--- config.mk ---
export PLATFORM = sky130hd
export DESIGN_NAME = bcd_score_accum
export DESIGN_NICKNAME = d
export VERILOG_FILES = /design/src/rtl/bcd_score_accum_pkg.sv /design/src/rtl/bcd_score_accum_digit_add.sv /design/src/rtl/bcd_score_accum.sv
export SDC_FILE = /design/constraint.sdc
export NUM_CORES = 1
export LEC_CHECK = 0
export CAP_MARGIN = 20
export CORE_ASPECT_RATIO = 1.25
export CORE_MARGIN = 3
export CORE_UTILIZATION = 50
export CTS_CLUSTER_DIAMETER = 100
export DETAILED_ROUTE_END_ITERATION = 6
export PLACE_DENSITY = 0.72
export SYNTH_ARGS = -nofsm -noshare
export SYNTH_HDL_FRONTEND = slang
export SYNTH_SLANG_ARGS = --single-unit
--- constraint.sdc ---
create_clock -name clk -period 10.7 [get_ports clk]
set_input_delay 2.675 -clock clk [delete_from_list [all_inputs] [get_ports clk]]
set_output_delay 2.675 -clock clk [all_outputs]
set_load 0.005 [all_outputs]
--- src/rtl/bcd_score_accum_pkg.sv ---
// BCD constants shared by the score accumulator and its digit adder.
package bcd_score_accum_pkg;
    localparam logic [3:0] BCD_NINE = 4'd9;
    localparam logic [4:0] BCD_TEN  = 5'd10;
endpackage

--- src/rtl/bcd_score_accum_digit_add.sv ---
// Single-digit BCD adder: s = (a + b + cin) mod 10, cout when the raw sum exceeds nine.
module bcd_digit_add
    import bcd_score_accum_pkg::*;
(
    input  logic [3:0] a,
    input  logic [3:0] b,
    input  logic       cin,
    output logic [3:0] s,
    output logic       cout
);
    logic [4:0] raw;

    always_comb begin
        raw = {1'b0, a} + {1'b0, b} + {4'b0000, cin};
        if (raw > {1'b0, BCD_NINE}) begin
            s    = 4'(raw - BCD_TEN);
            cout = 1'b1;
        end else begin
            s    = raw[3:0];
            cout = 1'b0;
        end
    end
endmodule

--- src/rtl/bcd_score_accum.sv ---
// N-digit BCD score accumulator: digit-serial add of a handshaked addend, LSD first,
// with leading-zero blanking, sticky overflow and optional saturation.
module bcd_score_accum
    import bcd_score_accum_pkg::*;
#(
    parameter int DIGITS   = 6,
    parameter bit SATURATE = 1'b1
) (
    input  logic                  clk,
    input  logic                  rst,
    input  logic                  clear,
    input  logic                  add_valid,
    input  logic [4*DIGITS-1:0]   add_value,
    output logic                  add_ready,
    output logic [4*DIGITS-1:0]   data,
    output logic [DIGITS-1:0]     mask,
    output logic                  overflow,
    output logic                  done
);
    localparam int W  = 4 * DIGITS;
    localparam int KW = (DIGITS > 1) ? $clog2(DIGITS) : 1;
    localparam logic [W-1:0]      ALL_NINES  = {DIGITS{BCD_NINE}};
    localparam logic [DIGITS-1:0] ZERO_MASK  = {{(DIGITS-1){1'b1}}, 1'b0};
    localparam logic [KW-1:0]     LAST_INDEX = KW'(DIGITS - 1);

    typedef enum logic {IDLE, ADD} state_t;

    state_t        state, state_next;
    logic [W-1:0]  work, addend, work_upd, commit_val;
    logic [KW-1:0] k;
    logic          carry, take, last_digit;
    logic [3:0]    work_digit, add_digit, sum_digit;
    logic          sum_cout;

    function automatic logic [W-1:0] clamp_bcd(input logic [W-1:0] v);
        logic [W-1:0] r;
        r = v;
        for (int i = 0; i < DIGITS; i++)
            if (r[4*i +: 4] > BCD_NINE) r[4*i +: 4] = BCD_NINE;
        return r;
    endfunction

    // Digit i is blanked only when it and every digit above it are zero.
    function automatic logic [DIGITS-1:0] blank_mask(input logic [W-1:0] v);
        logic              zero_above;
        logic [DIGITS-1:0] m;
        m          = '0;
        zero_above = 1'b1;
        for (int i = DIGITS - 1; i >= 1; i--) begin
            zero_above = zero_above && (v[4*i +: 4] == 4'd0);
            m[i]       = zero_above;
        end
        return m;
    endfunction

    assign last_digit = (k == LAST_INDEX);

    always_comb begin
        work_digit = work[4*k +: 4];
        add_digit  = addend[4*k +: 4];
    end

    bcd_digit_add u_digit (
        .a    (work_digit),
        .b    (add_digit),
        .cin  (carry),
        .s    (sum_digit),
        .cout (sum_cout)
    );

    always_comb begin
        // NOTE: every output gets a default before the case so no path infers a latch.
        state_next = state;
        add_ready  = 1'b0;
        take       = 1'b0;
        case (state)
            IDLE: begin
                add_ready = 1'b1;
                if (add_valid) begin
                    take       = 1'b1;
                    state_next = ADD;
                end
            end
            ADD:     if (last_digit) state_next = IDLE;
            default: state_next = IDLE;
        endcase
    end

    always_comb begin
        work_upd            = work;
        work_upd[4*k +: 4]  = sum_digit;
        commit_val          = (sum_cout && SATURATE) ? ALL_NINES : work_upd;
    end

    always_ff @(posedge clk) begin
        if (rst || clear) state <= IDLE;
        else              state <= state_next;
    end

    always_ff @(posedge clk) begin
        // NOTE: clear shares the reset branch, so an add in flight is dropped and never commits.
        if (rst || clear) begin
            work     <= '0;
            addend   <= '0;
            k        <= '0;
            carry    <= 1'b0;
            data     <= '0;
            mask     <= ZERO_MASK;
            overflow <= 1'b0;
            done     <= 1'b0;
        end else begin
            done <= 1'b0;
            if (take) begin
                addend <= clamp_bcd(add_value);
                work   <= data;
                k      <= '0;
                carry  <= 1'b0;
            end else if (state == ADD) begin
                work  <= work_upd;
                carry <= sum_cout;
                k     <= last_digit ? '0 : k + KW'(1);
                if (last_digit) begin
                    data <= commit_val;
                    mask <= blank_mask(commit_val);
                    done <= 1'b1;
                    if (sum_cout) overflow <= 1'b1;
                end
            end
        end
    end
endmodule

# Word level (Yosys, flattened, before mapping)
# Index checks and enable logic that the tools add are counted.
[totals]
latch_bits = 0
inputBits = 28
ram_bits = 0
romBits = 0
mem_count = 0
register_bits = 84
[op_classes]
mux = 19
div_mod_pow = 0
shifts = 4
multipliers = 0
n_bitwise = 2
n_reduce_logical = 15
n_eq_ne = 1
n_lt_le_gt_ge = 7
addsub = 5
[ops]
columns = ["op", "n"]
rows = [
  ["24-bit two-way mux", 3],
  ["24-bit by 6-bit variable part select with 4-bit output", 2],
  ["5-bit negator with 34-bit output", 1],
  ["4-bit by 34-bit variable shift with 24-bit output (first input constant)", 1],
  ["4-bit by 34-bit variable part select with 24-bit output", 1],
  ["4-bit two-way mux", 7],
  ["24-bit bitwise mux", 1],
  ["4-bit greater-than comparator (second input constant)", 6],
  ["4-bit zero test", 5],
  ["1-bit two-way mux", 6],
  ["4-bit by 4-bit adder with 5-bit output", 1],
  ["5-bit by 1-bit adder with 5-bit output", 1],
  ["5-bit by 4-bit greater-than comparator with 1-bit output (second input constant)", 1],
  ["1-bit logical AND", 4],
  ["4-bit AND reduction", 1],
  ["4-bit subtractor (second input constant)", 1],
  ["3-bit by 1-bit adder with 3-bit output (second input constant)", 1],
  ["3-bit == test (second input constant)", 1],
  ["3-bit two-way mux", 1],
  ["3-bit AND reduction", 1],
  ["3-bit OR reduction", 1],
  ["1-bit inverter", 2],
  ["1-bit one-hot mux with 2 select lines", 1],
  ["2-bit nonzero test", 1],
  ["2 further kinds", 2],
]

# Logic depth before layout (Yosys ltp)
# Gate-level depths: netlist of the first run.
[depth]
depth_word = 13
depth_mapped = 18
ltp_nobuf = 16

# By module
# A second synthesis of the first run with hierarchy kept.
[hier_totals]
hier_cells = 491
hier_area_um2 = 4306.6
[modules_own_cells]
columns = ["module", "cells_per_inst", "n_inst", "seq_area_each_um2", "area_per_inst_um2"]
rows = [
  ["bcd_score_accum", 469, 1, 1681.6, 4095.2],
  ["bcd_digit_add", 22, 1, 0.0, 211.5],
]

# Worst setup path after synthesis of the first run
# Ideal clock, no wire load.
[synth_timing]
kind = "register -> register"
start = "register k[0]"
end = "register mask[1]"
arrival_time_ns = 4.907
t_required_ns = 10.631
path_slack_ns = 5.724
period_less_slack_ns = 4.976
path_stages_with_launch = 19
n_path_buf = 4
path_cell_list = "dfxtp_1 > buf_2 > clkbuf_1 > mux2i_1 > o21ai_0 > fa_1 > fa_1 > clkbuf_1 > inv_1 > ha_1 > nor2b_1 > a21oi_2 > and3_1 > buf_6 > o21bai_4 > nand4bb_1 > a2111o_1 > or3_1 > o21ai_1"
[synth_via]
elab_chain_len = 13
word_cells_on_any_way = 24
classes_between = "add/sub (4); order compare (1); eq/ne (1); shift (4); mux (4); reduce/logical (10)"
[synth_rtl]
columns = ["item", "line", "text"]
rows = [
  ["from (decl)", "bcd_score_accum.sv:30", "logic [KW-1:0] k;"],
  ["from (signal assigned)", "bcd_score_accum.sv:121", "k <= last_digit ? '0 : k + KW'(1);"],
  ["24-bit by 6-bit variable part select with 4-bit output, on equally long branches", "bcd_score_accum.sv:59, bcd_score_accum.sv:60", ""],
  ["4-bit by 4-bit adder with 5-bit output", "bcd_score_accum_digit_add.sv:14", "raw = {1'b0, a} + {1'b0, b} + {4'b0000, cin};"],
  ["5-bit by 1-bit adder with 5-bit output", "bcd_score_accum_digit_add.sv:14", ""],
  ["4-bit subtractor or 5-bit by 4-bit greater-than comparator with 1-bit output (tied branches)", "bcd_score_accum_digit_add.sv:16, bcd_score_accum_digit_add.sv:15", ""],
  ["4-bit two-way mux", "bcd_score_accum_digit_add.sv:15", "if (raw > {1'b0, BCD_NINE}) begin"],
  ["4-bit by 34-bit variable part select with 24-bit output", "bcd_score_accum.sv:91", "work_upd[4*k +: 4] = sum_digit;"],
  ["24-bit bitwise mux", "bcd_score_accum.sv:91", ""],
  ["24-bit two-way mux", "bcd_score_accum.sv:92", "commit_val = (sum_cout && SATURATE) ? ALL_NINES : work_upd;"],
  ["4-bit zero test", "bcd_score_accum.sv:50", "zero_above = zero_above && (v[4*i +: 4] == 4'd0);"],
  ["1-bit logical AND (4 in a row)", "bcd_score_accum.sv:50", ""],
  ["to (signal assigned)", "bcd_score_accum.sv:124", "mask <= blank_mask(commit_val);"],
  ["to (decl)", "bcd_score_accum.sv:16", "output logic [DIGITS-1:0] mask,"],
]
# Several ways; a longest one is shown, not always the timed one.
# A chain may end at the register's enable or synchronous reset.

# Final worst setup path of the first run
# Same ends and word-level chain as after synthesis.

==> reports/qor.csv, run 1 <==
metric,value,unit
synthToLayoutAreaGrowth,19.19,%
finalMaxSlewViolations,0,
ys_ff_latch,84,
drive_gt1_frac,0.08405,
insertion_delay,0.36,ns
cts_buffers,9,
crit_path_end_kind,flop,
finClkSkew,0.01403,ns
pwr-share-seq,0.518,
num_antenna_cells,0,
run_status,"finished, final reports clean",
cp_max_fo,23,
setup_viol,0,
h-tree-depth,3,
row_count,38,
die_w,91.08,µm
drtPass1Iterations,5,
portBuffers,59,
cts.clk_slew.worst_paths,0.09,ns
required,11.00,ns
drc_errors,0,
p_sw_frac,0.2551,
fin_util,0.6164,
postSynthCellCount,533,
routed-via-count,4291,
slew_headroom,0.3675,
wl_per_cell,17.74,µm
yosysWarnings,0,
crit_family,adder cells,
grt-ovfl-total,0,
worst_path_most_repeated_cell,fa_1,
min_period_over_period,0.5016,
worst_slew_pin_slew,0.9452,ns
cts_sinks,84,
ys.flop_type,dfxtp_1,
syn_area_per_cell,8.488,µm²
synthArstFlopShare,0,
fmax,186.3,MHz
ys_top_cells_by_count,"84 x dfxtp_1, 65 x nand2_1, 59 x a21oi_1",
powerDensity,115.0,nW/µm²
gp_congestion,0.9879,
slowest_stage,fa_1,
placed_cells_incl_taps,687,
fp.dieH,112.4,µm
hpwlAfterDp,8733,µm
ctsLongestPathBuffers,2,
stdcell_count,703,
cts_root_buf,clkbuf_8,
routed_wl,12470,µm
leakage,1.787,nW
grtUsageTotal,0.2458,
grt_pass1_vias,4117,
cts_hold_buf,0,
cp.arrival,5.67,ns
drt_iter0_drc,290,
drv_cap,0,
hp-class,reg -> reg,
synth-seq-area-share,0.3717,
critPathBufInv,2,
p_int,0.4618,mW
antenna_found_initial,0,
hold_violations,0,
clockPowerShare,0.371,
pwr-share-comb,0.111,
grt_first_pass_wirelength,20360,µm
yosysMostFrequentCell,dfxtp_1,
cts_setup_buffers,0,
ioPinCount,61,
die_area,10230,µm²
via_per_inst,6.104,
drtAntennaViolNets,0,
syn_area,4524,µm²
synth_fp_nets,573,
core-area,8748,µm²
grt_setup_unrepaired,no,
synth_top_area_frac,0.3717,
synth_area_leader_cell,dfxtp_1,
ir_worst_vdd,0.05449,mV
start_util,0.5172,
setup_tns,0,ns
synth.distinct_cells,58,
crit_chain,"buf_4, mux4_2, nand2_1, o21ai_0, fa_1, fa_1, inv_1, ha_1, nor2b_1, a21oi_2, and3_1, o21bai_4, nand4bb_1, a2111o_1, or3_1, o21ai_1",
crit_type,reg -> reg,
grt_max_degree,58,
cts_resized,0,
n_fill_cell,808,
setup.worst_path.start_class,flop,
max_stage_delay,0.77,ns
finalCriticalPeriod,5.367,ns
synth_enable_flop_cells,0,
nets,618,
synth.area.top_cells,"dfxtp_1 37%, a211oi_1 7.5%, a21oi_1 6.5%",
cts_tree,done,
p_sw,0.1581,mW
power by group through the flow:
stage / combinational [mW] / clock (mW) / sequential [mW]
2_1_floorplan: 0.0442 / 0 / 0.327
3_3_place_gp: 0.0664 / 0 / 0.328
3_5_place_dp: 0.0673 / 0 / 0.328
4_1_cts: 0.0678 / 0.232 / 0.321
5_1_grt: 0.0749 / 0.245 / 0.322
6_report: 0.0688 / 0.230 / 0.321
layout make-up:
class | instances | area [µm²] | share of cell area
Sequential cell | 84 | 1683 | 0.3121
Multi-Input combinational cell | 407 | 2668 | 0.4947
Tap cell | 120 | 150.1 | 0.02784
Clock buffer | 12 | 145.1 | 0.02691
Timing Repair Buffer | 69 | 665.6 | 0.1234
Clock inverter | 4 | 55.05 | 0.01021
Inverter | 7 | 26.28 | 0.004872
final timing paths:
path / start / to / slack (ns) / depth (start not counted)
worst max-delay path: k[0] / mask[1] / 5.33 / 16
worst min-delay path: addend[9] / addend[9] / 0.45 / 2
worst max register to register: k[0] / mask[1] / 5.33 / 16
worst min register to register: addend[9] / addend[9] / 0.45 / 2
layer usage:
layer | global-route usage | wire length (µm)
met1 | 0.2980 | 5215
met2 | 0.4131 | 6000
met3 | 0.04960 | 844
met4 | 0.1247 | 412
met5 | 0 | 0
kinds of logic (layout without fill, tap and decap cells):
logic type	Yosys count	count (layout)	share of synthesized area
simple gates	175	175	0.1963
xor+xnor	3	3	0.007468
buf+inv	42	92	0.03871
mux	29	29	0.08739
compound gates	187	187	0.2611
flops	84	84	0.3717
other cells	1	1	0.0008289
fa+ha+maj	12	12	0.03650
metrics by stage:
step	area, µm²	worst slack [ns]	total power [mW]	hold slack (ns)
after floorplan	4524	5.724	0.3710	0.4287
after detailed placement	5192	5.458	0.3956	0.4445
final	5393	5.333	0.6199	0.4542
after global routing	5393	5.054	0.6410	0.4751
after CTS	5393	5.412	0.6209	0.4546
after global placement	5192	5.605	0.3947	0.4372
state kept, by name, indices dropped and copies added (netlist names):
register / flops
work: 24
k: 3
state: 1
overflow: 1
addend: 24
carry: 1
done: 1
mask: 5
data: 24
cells in the final DEF, fill, tap and decap left out, types with 3 or more instances in the layout:
master	instances
dfxtp_1	83
a21oi_1	59
a22oi_1	10
nand2_1	65
nor2_1	26
mux2i_1	17
and2_1	3
nor4_1	3
nand3b_1	13
nand3_1	13
nor2b_1	26
buf_4	10
ha_1	10
or3_1	4
clkbuf_8	10
mux2_2	4
mux4_2	8
inv_1	5
a211oi_1	45
clkdlybuf4s50_1	59
nor3_1	8
o21ai_0	49
and3_1	4
worst register-to-register path, stage by stage (launching register included):
cell       delay (ns)
dfxtp_1          0.42
buf_4            0.38
mux4_2           0.56
nand2_1          0.07
o21ai_0          0.10
fa_1             0.45
fa_1             0.77
inv_1            0.20
ha_1             0.30
nor2b_1          0.22
a21oi_2          0.16
and3_1           0.31
o21bai_4         0.12
nand4bb_1        0.21
a2111o_1         0.49
or3_1            0.42
o21ai_1          0.14
No activity file was read; power rests on OpenSTA's default activity.
==> run 2, diff against run 1 <==
- PLACE_DENSITY: 0.72 -> 0.75
- clock period: 10.7 -> 4.6 ns (I/O delays scaled with it)
==> run 2 against run 1 <==
- count of clock-buffer cells in the layout is 2 lower
- sequential cell count unchanged
- maximum frequency is 24% higher
- critical endpoint unchanged
- largest cell class unchanged
- largest power group unchanged
==> reports/qor.csv, run 2 (synthesis gave the netlist of run 1 again) <==
metric,value,unit
grt_setup_unrepaired,no,
via_per_inst,6.038,
drt_iter0_drc,308,
h-tree-depth,3,
core-area,8748,µm²
drtAntennaViolNets,0,
setup_viol,0,
placed_cells_incl_taps,698,
insertion_delay,0.37,ns
crit_type,reg -> reg,
grt_pass1_vias,4201,
cp.arrival,4.65,ns
layout_common_cells,"82 x dfxtp_1, 65 x nand2_1, 59 x a21oi_1, 59 x clkdlybuf4s50_1, 49 x o21ai_0",
slew_headroom,0.4246,
stdcell_count,714,
final_common_cell,dfxtp_1,
die_w,91.08,µm
grt_max_degree,52,
drc_errors,0,
largestRegisters,"addend (24), data (24), work (24)",
grt-ovfl-total,0,
drv_cap,0,
wl_per_cell,17.54,µm
finalCriticalPeriod,4.345,ns
run_status,"finished, final reports clean",
crit_chain,"mux4_2, nand2_1, o21ai_0, fa_1, fa_2, xor2_2, inv_2, ha_1, a21o_1, a21oi_1, a2111oi_4, nand3_1, a2111o_1, or3_1, o21ai_1",
hp-class,reg -> reg,
finClkSkew,0.01180,ns
drive_gt1_frac,0.1111,
setup.worst_path.start_class,flop,
grtUsageTotal,0.2479,
cts_buffers,9,
routed_wl,12520,µm
leakage,1.866,nW
crit_family,compound AO/OA/AOI/OAI gates,
fp.dieH,112.4,µm
critPathBufInv,1,
nets,629,
antenna_found_initial,0,
ioPinCount,61,
worst_slew_pin_slew,0.8599,ns
min_period_over_period,0.9445,
required,4.90,ns
start_util,0.5172,
ir_worst_vdd,0.1932,mV
setup_tns,0,ns
hold_ws,0.4573,ns
finalMaxSlewViolations,0,
max_stage_delay,0.50,ns
crit_path_end_kind,flop,
die_area,10230,µm²
fmax,230.2,MHz
n_fill_cell,745,
synthToLayoutAreaGrowth,22.35,%
seq_area,1684,µm²
slowest_stage,mux4_2,
cts_tree,done,
grt_first_pass_wirelength,20480,µm
row_count,38,
multi_input_area,2688,µm²
cts_sinks,84,
cts.clk_slew.worst_paths,0.08,ns
drtPass1Iterations,5,
cts_root_buf,clkbuf_8,
powerDensity,279.6,nW/µm²
portBuffers,59,
hpwlAfterDp,9146,µm
routed-via-count,4311,
ctsLongestPathBuffers,2,
gp_congestion,0.8725,
num_antenna_cells,0,
hold_violations,0,
cts_hold_buf,0,
cp_max_fo,5,
run 2: final timing paths:
| kind | startpoint | end | slack (ns) | cells past startpoint |
|---|---|---|---|---|
| max | k[0] | mask[1] | 0.26 | 15 |
| min | addend[9] | addend[9] | 0.46 | 2 |
| max reg2reg | k[0] | mask[1] | 0.26 | 15 |
| min reg2reg | addend[9] | addend[9] | 0.46 | 2 |
run 2: power by group:
| group | total, mW | leakage [nW] | internal (mW) | switching (mW) |
|---|---|---|---|---|
| combinational | 0.165 | 1.07 | 0.0715 | 0.0932 |
| sequential | 0.749 | 0.681 | 0.738 | 0.0107 |
| clock | 0.634 | 0.117 | 0.362 | 0.272 |
run 2: final cells by class:
| cell class | count | share of cell area |
|---|---|---|
| clock inverter | 6 | 0.02012 |
| sequential | 84 | 0.3043 |
| tap | 120 | 0.02712 |
| clock buffer | 10 | 0.02306 |
| multi-input combinational | 407 | 0.4855 |
| timing repair buffer | 80 | 0.1352 |
| inverter | 7 | 0.004747 |
run 2: tightest hold or removal path, stage by stage, from the launching register on:
cell,delay [ns]
dfxtp_1,0.32
nand2_1,0.05
a21oi_1,0.05
run 2: metrics by stage:
step | worst slack, ns | power [mW] | util | cell area (µm²)
finish | 0.2552 | 1.548 | 0.6327 | 5535
CTS | 0.08360 | 1.544 | 0.6307 | 5518
detailed placement | 0.1140 | 0.9263 | 0.6034 | 5279
floorplan | 0.05551 | 0.8640 | - | 4537
global route | 0.01377 | 1.601 | 0.6327 | 5535
global placement | 0.2223 | 0.9239 | 0.6034 | 5279
run 2: repair_timing:
| item | CTS | global route |
|---|---|---|
| gates resized for setup | 0 | 5 |
| endpoints found under the setup margin | 0 | 2 |
| setup buffers | 0 | 0 |
run 2: routing by layer:
| layer | part of all wire | GRT usage |
|---|---|---|
| met4 | 0.034 | 0.1097 |
| met1 | 0.41 | 0.2932 |
| met5 | 0 | 0 |
| met2 | 0.50 | 0.4312 |
| met3 | 0.055 | 0.05228 |
==> run 3, diff against run 2 <==
- SETUP_SLACK_MARGIN: not set -> 0.1
==> run 3 against run 2 <==
- setup slack gained 0.11 ns
- hold slack gained 0.0028 ns
- non-clock buffer count grew 2
- clock skew grew 0.0044 ns
- combinational power is essentially flat
- clock power shrank 21%
- utilization shrank 0.34 points
- sequential power is essentially flat
- routed wire length grew 3.2%
- critical path type unchanged
- largest cell class unchanged
- global-route usage grew 0.17 points
- largest power group unchanged
==> reports/qor.csv, run 3 (synthesis gave the netlist of run 1 again) <==
metric,value,unit
ioPinCount,61,
cp.arrival,4.54,ns
reg2reg_from,k[0],
finalCriticalPeriod,4.236,ns
setup_tns,0,ns
crit_path_start,k[0],
n_fill_cell,799,
h-tree-depth,3,
reg2reg_depth,16,
drv_cap,0,
drc_errors,0,
hold_depth,2,
routed-via-count,4331,
core-area,8748,µm²
cts_hold_buf,0,
fin_util,0.6293,
start_util,0.5172,
grt_first_pass_wirelength,20890,µm
clockPowerShare,0.354,
synthToLayoutAreaGrowth,21.68,%
run_status,"finished, final reports clean",
drtAntennaViolNets,0,
grt_pass1_vias,4283,
finalMaxSlewViolations,0,
r2r-end,mask[1],
ir_worst_vdd,0.2032,mV
grtUsageTotal,0.2496,
setup_viol,0,
drtPass1Iterations,5,
powerDensity,257.4,nW/µm²
hold_path_end,addend[17],
antenna_found_initial,0,
grt-ovfl-total,0,
grt_max_degree,52,
hp-class,reg -> reg,
worst_slew_pin_slew,0.9286,ns
cts_buffers,9,
ctsLongestPathBuffers,2,
cp_max_fo,5,
wl_per_cell,18.05,µm
die_area,10230,µm²
p_int,1.025,mW
crit_type,reg -> reg,
setup.worst_path.start_class,flop,
via_per_inst,6.049,
min_period_over_period,0.9209,
layout_common_cells,"82 x dfxtp_1, 65 x nand2_1, 59 x a21oi_1, 59 x clkdlybuf4s50_1, 48 x o21ai_0",
p_sw_frac,0.2765,
nets,631,
cts.clk_slew.worst_paths,0.09,ns
fp.dieH,112.4,µm
crit_chain,"mux4_2, nand2_1, o21ai_1, fa_2, fa_2, xor2_2, inv_2, ha_1, nor2b_4, a21oi_2, and3_2, o21bai_4, nand4bb_1, a2111o_1, or3_1, o21ai_1",
gp_congestion,0.9466,
pwr-share-seq,0.529,
die_w,91.08,µm
regToRegSetupSlack,0.36,ns
hpwlAfterDp,9331,µm
portBuffers,59,
drt_iter0_drc,278,
drive_gt1_frac,0.1174,
finClkSkew,0.01616,ns
p_sw,0.3918,mW
leakage,1.856,nW
largestRegisters,"addend (24), data (24), work (24)",
fmax,236.1,MHz
cts_root_buf,clkbuf_8,
slowest_stage,mux4_2,
cts_sinks,84,
routed_wl,12920,µm
min_from,addend[17],
pwr-share-comb,0.117,
p_total,1.417,mW
slew_headroom,0.3752,
max_stage_delay,0.50,ns
hold_violations,0,
required,4.90,ns
grt_setup_unrepaired,no,
num_antenna_cells,0,
crit_path_end_kind,flop,
final_common_cell,dfxtp_1,
insertion_delay,0.37,ns
row_count,38,
cts_tree,done,
run 3: per-layer routing:
layer  part of all wire  global-route usage  routed length [µm]
met3              0.065             0.04088                 844
met5                  0                   0                   0
met4              0.032             0.09759                 409
met2               0.50              0.4366                6415
met1               0.41              0.3059                5254
run 3: critical path, delay by kind of cell, from the launching register on:
kind	cells	cell delay, ns
buffers and inverters	1	0.09
adders and majority gates	3	1.02
AOI/OAI and AO/OA	5	0.86
and+or+nand+nor	5	1.12
DFF	1	0.39
muxes	1	0.50
xor gates and xnor gates	1	0.19
run 3: worst max path at each step:
| stage | endpoint | cells past startpoint |
|---|---|---|
| after detailed placement | mask[1] | 16 |
| after global routing | mask[1] | 16 |
| after global placement | mask[1] | 16 |
| final | mask[1] | 16 |
| after CTS | mask[1] | 16 |
| after floorplan | mask[1] | 18 |
run 3: power groups by stage:
| stage | registers [mW] | logic [mW] | clock network (mW) |
|---|---|---|---|
| detailed placement | 0.766 | 0.159 | 0 |
| floorplan | 0.760 | 0.104 | 0 |
| global route | 0.751 | 0.179 | 0.531 |
| finish | 0.750 | 0.165 | 0.502 |
| global placement | 0.766 | 0.156 | 0 |
| CTS | 0.749 | 0.162 | 0.501 |
run 3: final cells by class:
class	count	area (µm²)	share of cell area
Clock inverter	6	47.55	0.008636
Clock buffer	10	137.6	0.02500
Multi-Input combinational cell	407	2686	0.4880
Timing Repair Buffer	82	770.7	0.1400
Tap cell	120	150.1	0.02727
Inverter	7	26.28	0.004773
Sequential cell	84	1687	0.3064
run 3: through the flow:
stage	worst slack (ns)	hold WS, ns	std cells	instance area, µm²
finish	0.3639	0.4600	716	5505
floorplan	0.1300	0.4287	533	4546
global route	0.1135	0.4725	716	5505
global placement	0.1326	0.4449	695	5259
detailed placement	0.04765	0.4457	696	5270
CTS	0.1065	0.4570	712	5461
run 3: what timing repair did:
action,CTS,global route
endpoints found under the setup margin,2,2
resized for setup,2,5
setup buffers,0,4
pin swaps,0,5
endpoints found under the hold margin,0,0
